--- src/rtl/tff_bank_if.sv ---
// Control and status bundle for the tff_bank toggle flip-flop bank.
// The master drives enable, mode, toggle mask and load data.
// The slave (the bank) returns the registered state and status flags.
interface tff_bank_if #(
    parameter int WIDTH = 8
);
    logic             en;
    logic [1:0]       mode;
    logic [WIDTH-1:0] T;
    logic [WIDTH-1:0] D;
    logic [WIDTH-1:0] Q;
    logic             tc;
    logic             changed;

    modport master (
        output en,
        output mode,
        output T,
        output D,
        input  Q,
        input  tc,
        input  changed
    );

    modport slave (
        input  en,
        input  mode,
        input  T,
        input  D,
        output Q,
        output tc,
        output changed
    );
endinterface

--- src/rtl/tff_bank.sv ---
// tff_bank: a WIDTH-bit bank of T flip-flops that share one clock and one
// synchronous clear.
//
// Every operating mode is expressed as a per-bit toggle vector applied to the
// current state (q_next = q ^ toggle):
//   - toggle: the toggle vector is the caller's mask T
//   - load:   the toggle vector is q ^ D, so the bits that differ flip
//   - up:     bit i toggles when all lower bits are 1 (a T-FF ripple chain)
//   - down:   bit i toggles when all lower bits are 0
// Because of this form, "changed" is the OR of the toggle vector. It is
// derived from the same value that produces the next state, so it cannot
// disagree with Q.
module tff_bank #(
    parameter int             WIDTH = 8,
    parameter logic [WIDTH-1:0] INIT  = '0,
    parameter bit             WRAP  = 1'b1
) (
    input  logic      clk,
    input  logic      clear,
    tff_bank_if.slave bus
);

    typedef enum logic [1:0] {
        MODE_TOGGLE = 2'b00,
        MODE_LOAD   = 2'b01,
        MODE_UP     = 2'b10,
        MODE_DOWN   = 2'b11
    } mode_e;

    // A saturating counter suppresses the toggle at the terminal value.
    localparam bit SATURATE = (WRAP == 1'b0);

    // Registered state.
    logic [WIDTH-1:0] q_reg;
    logic             tc_reg;
    logic             changed_reg;

    // Next-state signals.
    logic [WIDTH-1:0] tog_next;
    logic             tc_next;
    logic             changed_next;

    // Count toggle enables and terminal detection.
    logic [WIDTH-1:0] up_tog;
    logic [WIDTH-1:0] down_tog;
    logic             all_ones;
    logic             all_zeros;
    mode_e            mode;

    assign mode = mode_e'(bus.mode);

    // T-FF counter chain. Bit 0 always toggles. Bit gi toggles in the up
    // direction when all bits below it are 1. It toggles in the down
    // direction when all bits below it are 0. Each bit reduces its own lower
    // slice directly instead of using a rippled running AND. This keeps the
    // logic free of a self-referencing vector.
    genvar gi;
    generate
        for (gi = 0; gi < WIDTH; gi++) begin : g_chain
            if (gi == 0) begin : g_lsb
                assign up_tog[gi]   = 1'b1;
                assign down_tog[gi] = 1'b1;
            end else begin : g_upper
                assign up_tog[gi]   = &q_reg[gi-1:0];
                assign down_tog[gi] = ~|q_reg[gi-1:0];
            end
        end
    endgenerate

    // Terminal values. Up terminates at all-ones and down terminates at zero.
    // For WIDTH=1 these reduce to Q==1 for up and Q==0 for down.
    assign all_ones  = &q_reg;
    assign all_zeros = ~|q_reg;

    // Select the toggle vector and terminal-count flag for the current mode.
    always_comb begin
        tog_next     = '0;
        tc_next      = 1'b0;
        if (bus.en) begin
            unique case (mode)
                MODE_TOGGLE: begin
                    tog_next = bus.T;
                end
                MODE_LOAD: begin
                    tog_next = q_reg ^ bus.D;
                end
                MODE_UP: begin
                    tc_next  = all_ones;
                    tog_next = (SATURATE && all_ones) ? '0 : up_tog;
                end
                MODE_DOWN: begin
                    tc_next  = all_zeros;
                    tog_next = (SATURATE && all_zeros) ? '0 : down_tog;
                end
                default: begin
                    tog_next = '0;
                end
            endcase
        end
        changed_next = |tog_next;
    end

    // Bank state plus status flags. Clear has priority over everything else.
    // When en=0, tog_next is zero, so Q holds and both flags drop.
    always_ff @(posedge clk) begin
        if (clear) begin
            q_reg       <= INIT;
            tc_reg      <= 1'b0;
            changed_reg <= 1'b0;
        end else begin
            q_reg       <= q_reg ^ tog_next;
            tc_reg      <= tc_next;
            changed_reg <= changed_next;
        end
    end

    assign bus.Q       = q_reg;
    assign bus.tc      = tc_reg;
    assign bus.changed = changed_reg;

endmodule

--- src/flat_wrapper.sv ---
// flat-port wrapper written by rule: the top's interface ports become plain ports
module tff_bank_flat 
#(
    parameter int             WIDTH = 8,
    parameter logic [WIDTH-1:0] INIT  = '0,
    parameter bit             WRAP  = 1'b1
)
  (clk, clear, bus_en, bus_mode, bus_T, bus_D, bus_Q, bus_tc, bus_changed);
  tff_bank_if #(.WIDTH(WIDTH)) bus_i ();
  input  logic clk;
  input  logic clear;
  input wire logic [$bits(bus_i.en)-1:0] bus_en;
  input wire logic [$bits(bus_i.mode)-1:0] bus_mode;
  input wire logic [$bits(bus_i.T)-1:0] bus_T;
  input wire logic [$bits(bus_i.D)-1:0] bus_D;
  output wire logic [$bits(bus_i.Q)-1:0] bus_Q;
  output wire logic [$bits(bus_i.tc)-1:0] bus_tc;
  output wire logic [$bits(bus_i.changed)-1:0] bus_changed;
  assign bus_i.en = bus_en;
  assign bus_i.mode = bus_mode;
  assign bus_i.T = bus_T;
  assign bus_i.D = bus_D;
  assign bus_Q = bus_i.Q;
  assign bus_tc = bus_i.tc;
  assign bus_changed = bus_i.changed;
  tff_bank #(.WIDTH(WIDTH), .INIT(INIT), .WRAP(WRAP)) u_core (.clk(clk), .clear(clear), .bus(bus_i));
endmodule
--- config.mk ---
export PLATFORM = sky130hd
export DESIGN_NAME = tff_bank_flat
export DESIGN_NICKNAME = d
export VERILOG_FILES = /design/src/rtl/tff_bank_if.sv /design/src/rtl/tff_bank.sv /design/src/flat_wrapper.sv
export SDC_FILE = /design/constraint.sdc
export NUM_CORES = 1
export LEC_CHECK = 0
export ABC_AREA = 1
export CAP_MARGIN = 20
export CORE_UTILIZATION = 46
export CTS_CLUSTER_DIAMETER = 200
export CTS_CLUSTER_SIZE = 28
export DETAILED_ROUTE_END_ITERATION = 7
export GPL_TIMING_DRIVEN = 0
export PLACE_DENSITY = 0.82
export SKIP_LAST_GASP = 1
export SLEW_MARGIN = 10
export SYNTH_ARGS = -nofsm -noshare
export SYNTH_HDL_FRONTEND = slang
export SYNTH_SLANG_ARGS = --single-unit
--- constraint.sdc ---
create_clock -name clk -period 2.7 [get_ports clk]
set_input_delay 0.54 -clock clk [delete_from_list [all_inputs] [get_ports clk]]
set_output_delay 0.54 -clock clk [all_outputs]
set_load 0.02 [all_outputs]
Word-level counts from Yosys, hierarchy flattened
Cells that the tools add are included.
Word-level totals
  flip-flop bits (word level): 10
  input bits: 21
  output and inout port bits: 10
  logic and storage cells: 37
Operators by class
  eq/ne operators: 3
  multiplexer cells: 3
  bitwise operators: 3
  reductions and logical operators: 25
Operator list (count)
  case mux 8 bit (4 select lines): 1
  OR reduction 8 bit: 2
  XOR 8 bit: 2
  zero test 1 bit: 8
  2-to-1 mux 8 bit: 1
  AND reduction 8 bit: 1
  AND reduction 7 bit: 1
  OR reduction 7 bit: 1
  AND reduction 6 bit: 1
  OR reduction 6 bit: 1
  AND reduction 5 bit: 1
  OR reduction 5 bit: 1
  equality test 2 bit, second input constant: 2
  AND reduction 4 bit: 1
  OR reduction 2 bit: 2
  OR reduction 4 bit: 1
  AND reduction 3 bit: 1
  OR reduction 3 bit: 1
  equality test 2 x 1 -> 1 bit, second input constant: 1
  zero test 2 bit: 1
  case mux 1 bit (2 select lines): 1
  AND reduction 2 bit: 1
  inverter 1 bit: 1

Depth between registers and ports, before layout
Gate-level depths: netlist of the first run.
  word-level depth: 5
  mapped depth: 10
  depth with buffers taken out: 10

Worst setup path after synthesis of the first run
OpenSTA, ideal clock, no wires.
  path type: input-to-reg
  from: input bus_D[5]
  to: register u_core.changed_reg (netlist: u_core.bus.changed)
  arrival: 1291 ps
  data required time: 2583 ps
  slack: 1291 ps
  stages on the path: 7
  buffers on the path: 0
  cell sequence: or2_2 nand3_1 nand2_1 o21bai_1 nand2_1 nor2_1 a21oi_1
Between the ends
  longest elaborated chain between the ends: 4
RTL lines
  from (decl): RTL line flat_wrapper.sv:15  | input wire logic [$bits(bus_i.D)-1:0] bus_D;
  XOR 8 bit: RTL line tff_bank.sv:85  | tog_next = q_reg ^ bus.D;
  case mux 8 bit (4 select lines): RTL line tff_bank.sv:80  | unique case (mode)
  2-to-1 mux 8 bit: RTL line tff_bank.sv:79  | if (bus.en) begin
  OR reduction 8 bit: RTL line tff_bank.sv:100  | changed_next = |tog_next;
  to (signal assigned): RTL line tff_bank.sv:113  | changed_reg <= changed_next;
  to (decl): RTL line tff_bank.sv:36  | logic changed_reg;
No other way between the ends.
A chain may end at the register's enable or synchronous reset.

Worst setup path after layout of the first run
  from: input bus_mode[1]
  to: register u_core.changed_reg (netlist: u_core.bus.changed)
Between the ends
  longest elaborated chain between the ends: 4
  elaborated cells on any way between the ends: 7
  those cells by class: 3 x eq/ne; 2 x mux; 2 x reduce/logical
RTL lines
  from (decl): RTL line flat_wrapper.sv:13  | input wire logic [$bits(bus_i.mode)-1:0] bus_mode;
  equality test 2 bit, or another cell as far along: RTL line tff_bank.sv:80
  case mux 8 bit (4 select lines) *: RTL line tff_bank.sv:80
  2-to-1 mux 8 bit *: RTL line tff_bank.sv:79
  OR reduction 8 bit *: RTL line tff_bank.sv:100
Mark *: on every way between the ends. The rest lies on a longest branch, timed or not.

==> out/qor.yml, run 1 <==
clocking:
  holdBufCountCts: 0
  cts_root_buf: "clkbuf_4"
  clk_pin_slew_ns: 0.08
  clock_sinks: 10
  htreeDepth: 1
  postCtsSetupRepairBufs: 0
  post_cts_resize_count: 0
  cts_buffer_depth: 2
  cts_tree: "yes"
  numCtsBuffers: 3
  insertion_delay_ns: 0.27
grt:
  grt-ovfl-total: 0
  antenna_found_initial: 0
  grt_max_degree: 10
  track_usage_pct: 24.83
  grt_pass1_wl_mm: 3.553
  grt_pass1_vias: 883
worst_setup_path:
  crit_family: "buffers and inverters"
  endpoint_kind: "register"
  crit_path_start_kind: "input pin"
  path_cells: "clkdlybuf4s50_1 -> nor2_2 -> inv_2 -> o21ai_0 -> o21bai_1 -> nand2_1 -> nor2_1 -> a21oi_1"
  crit_type: "in -> reg"
  cp.arrival_ns: 2.14
  max_stage_delay_ns: 0.55
  cp_slowest_cell: "clkdlybuf4s50_1"
  cp_data_required_time_ns: 2.87
  crit_fanout: 7
  critical_path_buf_inv_count: 2
floorplan:
  core_um2: 1559
  boundaryPins: 31
  die_h_um: 43.36
  num_rows: 14
  fp.dieW_um: 43.36
  dieArea_um2: 1880
  initial_utilization_pct: 50.48
layout:
  finalNetCount: 194
  antenna_cells: 0
  layout_common_cells: "nand2_1, clkdlybuf4s50_1, inv_1, nand3_1"
  largest_reg_flops: 8
  final_common_cell: "nand2_1"
  syn2layout_area_growth_pct: 44.04
  final_area_um2: 1134
  layout-drive-gt1-share_pct: 9.884
  final_util_pct: 72.71
drt:
  first_pass_iters: 6
  wl_mm: 2.226
  drc: 3
  drt-initial-drc-count: 54
  wl_per_cell_um: 11.84
  ant_nets: 0
  num_vias: 1014
  vias_per_cell: 5.394
timing:
  fmax_mhz: 505.9
  layout_min_cycle_time_ns: 1.977
  setup_ws_ns: 0.7232
  rsz0062_at_grt: "false"
  slew-limit-headroom_pct: 72.93
  hold_viol: 0
  min_period_over_period_pct: 73.21
  setup_tns_ns: 0
  clock_skew_ns: 0.0008464
  slew_violations: 0
  worst_pin_slew_ns: 0.4061
  setup_viol: 0
logic_synthesis:
  synthDistinctLibCells: 17
  synthesis.nets: 160
  synth_top_family_by_area: "simple AND/OR/NAND/NOR gates"
  ys_seq_area_share_pct: 25.44
  synth-xor-area-share_pct: 0
  syn_area_um2: 787.0
  synth_fa_ha_area_share_pct: 0
  muxShareOfSynthArea_pct: 0
  ys_ff_latch: 10
  syn_area_per_cell_um2: 5.662
  syn_inst: 139
  yosys_warnings: 0
  synth-simple-area-share_pct: 48.33
  synth_compound_area_share_pct: 15.26
placed_design:
  gp_congestion: 0.8371
  placed_area_um2: 1097
  dpl.hpwl_mm: 1.619
  post-place-ws_ns: 0.4638
  portBuffers: 29
run_status:
  violations: "design-rule violations"
  status: "complete, but fails checks"
job:
  max_cap_violations: 0
worst_hold_path:
  hold_class: "reg -> reg"
power:
  ir_drop_v: 0.0003439
  finalPower_mw: 0.4975
  pwr_density_cell_nw_per_um2: 438.9
  leakagePower_nw: 0.5324
## cell usage after synthesis
cell type  number  area, um^2
nand3_1        16       80.08
nor2_2          2       12.51
nand2_1        41       153.9
or2_2           4       25.02
inv_2           4       15.01
nor2_4          2       22.52
o21bai_1        1       7.510
o211ai_1        1       7.510
nor2_1         11       41.29
inv_1          18       67.56
a21oi_1        11       55.05
o21ai_0        10       50.05
nand3b_1        1       7.510
nand4_1         5       31.28
clkbuf_1        1       3.750
nand2_2         1       6.260
dfxtp_1        10       200.2
## cell type report
cell class / instances / area, um^2
Inverter: 22 / 82.58
Tap cell: 16 / 20.02
Fill cell: 148 / 425.4
Clock buffer: 4 / 36.28
Buffer: 1 / 3.754
Multi-Input combinational cell: 106 / 500.5
Timing Repair Buffer: 29 / 290.3
Sequential cell: 10 / 200.2
## cell families after synthesis
group,Yosys count
simple gates,83
compound gates,23
buf+inv,23
flops,10
## power by group
group,internal [mW],leakage (nW),switching (mW),total [mW]
Combinational,0.0806,0.429,0.0951,0.176
Sequential,0.161,0.0825,0.0142,0.175
Clock,0.0820,0.0210,0.0651,0.147
## final timing paths
kind              startpoint  cells after the start            endpoint  slack (ns)
min          u_core.bus.Q[7]                      1       u_core.bus.tc        0.48
min reg2reg  u_core.bus.Q[7]                      1       u_core.bus.tc        0.48
max              bus_mode[1]                      8  u_core.bus.changed        0.72
max reg2reg  u_core.bus.Q[2]                      7     u_core.bus.Q[7]        1.25
## layer usage
layer	track usage, %	routed length (um)	vias up
li1	-	-	514
met1	31.59	967	452
met2	43.33	1079	44
met3	2.917	157	4
met4	8.750	22	0
met5	0	0	-
## metrics by stage
step	instances	hold WS, ns
floorplan	139	0.5388
global placement	184	0.4647
detailed placement	184	0.4747
CTS	188	0.4896
global route	188	0.5084
finish	188	0.4846
## worst reg2reg max path, delay by kind of cell, from the launching register on
kind	cells	cell delay, ns
simple gates	5	0.69
flops	1	0.45
compound gates	2	0.21
(Power assumes the default switching activity.)
==> run 2: changes to the inputs <==
--- a/config.mk
+++ b/config.mk
@@ -7,12 +7,13 @@
 export LEC_CHECK = 0
 export ABC_AREA = 1
 export CAP_MARGIN = 20
-export CORE_UTILIZATION = 46
+export CORE_ASPECT_RATIO = 0.75
+export CORE_UTILIZATION = 38
 export CTS_CLUSTER_DIAMETER = 200
 export CTS_CLUSTER_SIZE = 28
 export DETAILED_ROUTE_END_ITERATION = 7
 export GPL_TIMING_DRIVEN = 0
-export PLACE_DENSITY = 0.82
+export PLACE_DENSITY = 0.72
 export SKIP_LAST_GASP = 1
 export SLEW_MARGIN = 10
 export SYNTH_ARGS = -nofsm -noshare
==> constraint.sdc (replaced) <==
create_clock -name clk -period 1.6 [get_ports clk]
set_input_delay 0.32 -clock clk [delete_from_list [all_inputs] [get_ports clk]]
set_output_delay 0.32 -clock clk [all_outputs]
set_load 0.02 [all_outputs]
==> run 2 against run 1 <==
Net effect:
- clock power up 65%
- critical path depth down 7
- core utilization down 11 points
- largest power group is now registers
- first-iteration DRC count down 43%
- power up 65%
- critical path type is now reg -> out
- the run now ends clean
- design area up 0.55%
- register-to-register slack worse by 1.1 ns
==> out/qor.yml, run 2 (synthesis gave the netlist of run 1 again) <==
drt:
  vias_per_cell: 5.273  # was 5.394
  num_vias: 1023  # was 1014
  drt-initial-drc-count: 31  # was 54
  wl_per_cell_um: 11.98  # was 11.84 um
  wl_mm: 2.325  # was 2.226 mm
  drc: 0  # was 3
  ant_nets: 0  # unchanged
  first_pass_iters: 4  # was 6
grt:
  grt_pass1_vias: 889  # was 883
  grt_max_degree: 10  # unchanged
  grt-ovfl-total: 0  # unchanged
  track_usage_pct: 23.34  # was 24.83%
  antenna_found_initial: 0  # unchanged
  grt_pass1_wl_mm: 3.788  # was 3.553 mm
timing:
  setup_viol: 0  # unchanged
  layout_min_cycle_time_ns: 1.515
  slew_violations: 0  # unchanged
  worst_pin_slew_ns: 0.3707  # was 0.4061 ns
  min_period_over_period_pct: 94.67
  hold_viol: 0  # unchanged
  slew-limit-headroom_pct: 75.29  # was 72.93%
  fmax_mhz: 660.2
  hold_slack_ns: 0.4603  # was 0.4846 ns
  rsz0062_at_grt: "true"  # was false
  clock_skew_ns: 0.004654  # was 0.0008464 ns
placed_design:
  dpl.hpwl_mm: 1.740  # was 1.619 mm
  gp_congestion: 0.8769  # was 0.8371
  portBuffers: 29  # unchanged
clocking:
  clock_sinks: 10  # unchanged
  postCtsSetupRepairBufs: 0  # unchanged
  numCtsBuffers: 3  # unchanged
  cts_buffer_depth: 2  # unchanged
  cts_tree: "yes"  # unchanged
  cts_root_buf: "clkbuf_4"  # unchanged
  clk_pin_slew_ns: 0.08  # about the same
  holdBufCountCts: 0  # unchanged
  htreeDepth: 1  # unchanged
  insertion_delay_ns: 0.28  # was 0.27 ns
power:
  finalPower_mw: 0.8225  # was 0.4975 mW
  ir_drop_v: 0.0005984  # was 0.0003439 V
  pwr_density_cell_nw_per_um2: 721.6  # was 438.9 nW/um^2
  leakagePower_nw: 0.5778  # was 0.5324 nW
worst_setup_path:
  rrSetupSlack_ns: 0.16  # was 1.25 ns
  crit_fanout: 1  # was 7
  max_stage_delay_ns: 0.60  # was 0.55 ns
  path_cells: "clkdlybuf4s50_1"  # was clkdlybuf4s50_1 -> nor2_2 -> inv_2 -> o21ai_0 -> o21bai_1 -> nand2_1 -> nor2_1 -> a21oi_1
  cp_data_required_time_ns: 1.28  # was 2.87 ns
  crit_family: "buffers and inverters"  # unchanged
  critical_path_buf_inv_count: 1  # was 2
  cp_slowest_cell: "clkdlybuf4s50_1"  # unchanged
  cp.arrival_ns: 1.19  # was 2.14 ns
  crit_path_start_kind: "register"  # was input pin
  endpoint_kind: "primary output"  # was register
  crit_type: "reg -> out"  # was in -> reg
layout:
  largest_reg_flops: 8  # unchanged
  nFillCells: 195  # was 148
  finalNetCount: 194  # unchanged
  syn2layout_area_growth_pct: 44.83  # was 44.04%
  layout-drive-gt1-share_pct: 10.47  # was 9.884%
  layout_common_cells: "nand2_1, clkdlybuf4s50_1, inv_1, nand3_1, a21oi_1"  # was nand2_1, clkdlybuf4s50_1, inv_1, nand3_1
  final_util_pct: 62.02  # was 72.71%
  final_common_cell: "nand2_1"  # unchanged
  antenna_cells: 0  # unchanged
worst_hold_path:
  hold_class: "in -> reg"  # was reg -> reg
floorplan:
  dieArea_um2: 2259  # was 1880 um^2
  num_rows: 13  # was 14
  core_um2: 1838  # was 1559 um^2
  initial_utilization_pct: 42.82  # was 50.48%
  boundaryPins: 31  # unchanged
  fp.dieW_um: 54.55  # was 43.36 um
  die_h_um: 41.41  # was 43.36 um
job:
  max_cap_violations: 0  # unchanged
run_status:
  status: "complete, no violations"  # was complete, but fails checks
run 2: power by group:
group | switching, mW | total, mW | internal (mW)
Clock | 0.104 | 0.242 | 0.139
Combinational | 0.162 | 0.285 | 0.123
Sequential | 0.0241 | 0.295 | 0.271
Total | 0.290 | 0.823 | 0.533
run 2: worst paths after layout:
path,startpoint,end,depth (start not counted)
worst max-delay path,u_core.bus.changed,bus_changed,1
worst min-delay path,bus_en,u_core.bus.tc,3
worst max register to register,u_core.bus.Q[2],u_core.bus.Q[7],7
worst min register to register,u_core.bus.Q[7],u_core.bus.tc,1
run 2: repair_timing:
item                       4_1_cts  5_1_grt
gates cloned                     0        0
setup endpoints to repair       10        2
gates resized for setup         10        2
run 2: area by class of cell:
type	count	area [um^2]	share of cell area [%]
Timing Repair Buffer	29	281.5	24.70
Sequential cell	10	200.2	17.56
Buffer	1	3.754	0.3293
Inverter	22	82.58	7.245
Tap cell	22	27.53	2.415
Clock buffer	4	36.28	3.183
Multi-Input combinational cell	106	508.0	44.57
run 2: through the flow:
stage | cell area, um^2 | instances | TNS, ns | setup WS [ns]
2_1_floorplan | 787.0 | 139 | 0 | 0.2391
3_3_place_gp | 1105 | 190 | -2.463 | -0.3849
3_5_place_dp | 1105 | 190 | -2.763 | -0.4519
4_1_cts | 1135 | 194 | 0 | 0.01425
5_1_grt | 1140 | 194 | -0.04708 | -0.04708
6_report | 1140 | 194 | 0 | 0.08527
run 2: routing by layer:
metal | global-route usage (%) | share of wire, %
met1 | 30.46 | 47
met2 | 36.83 | 45
met3 | 7.692 | 8.2
met4 | 4.615 | 0.56
met5 | 0 | 0
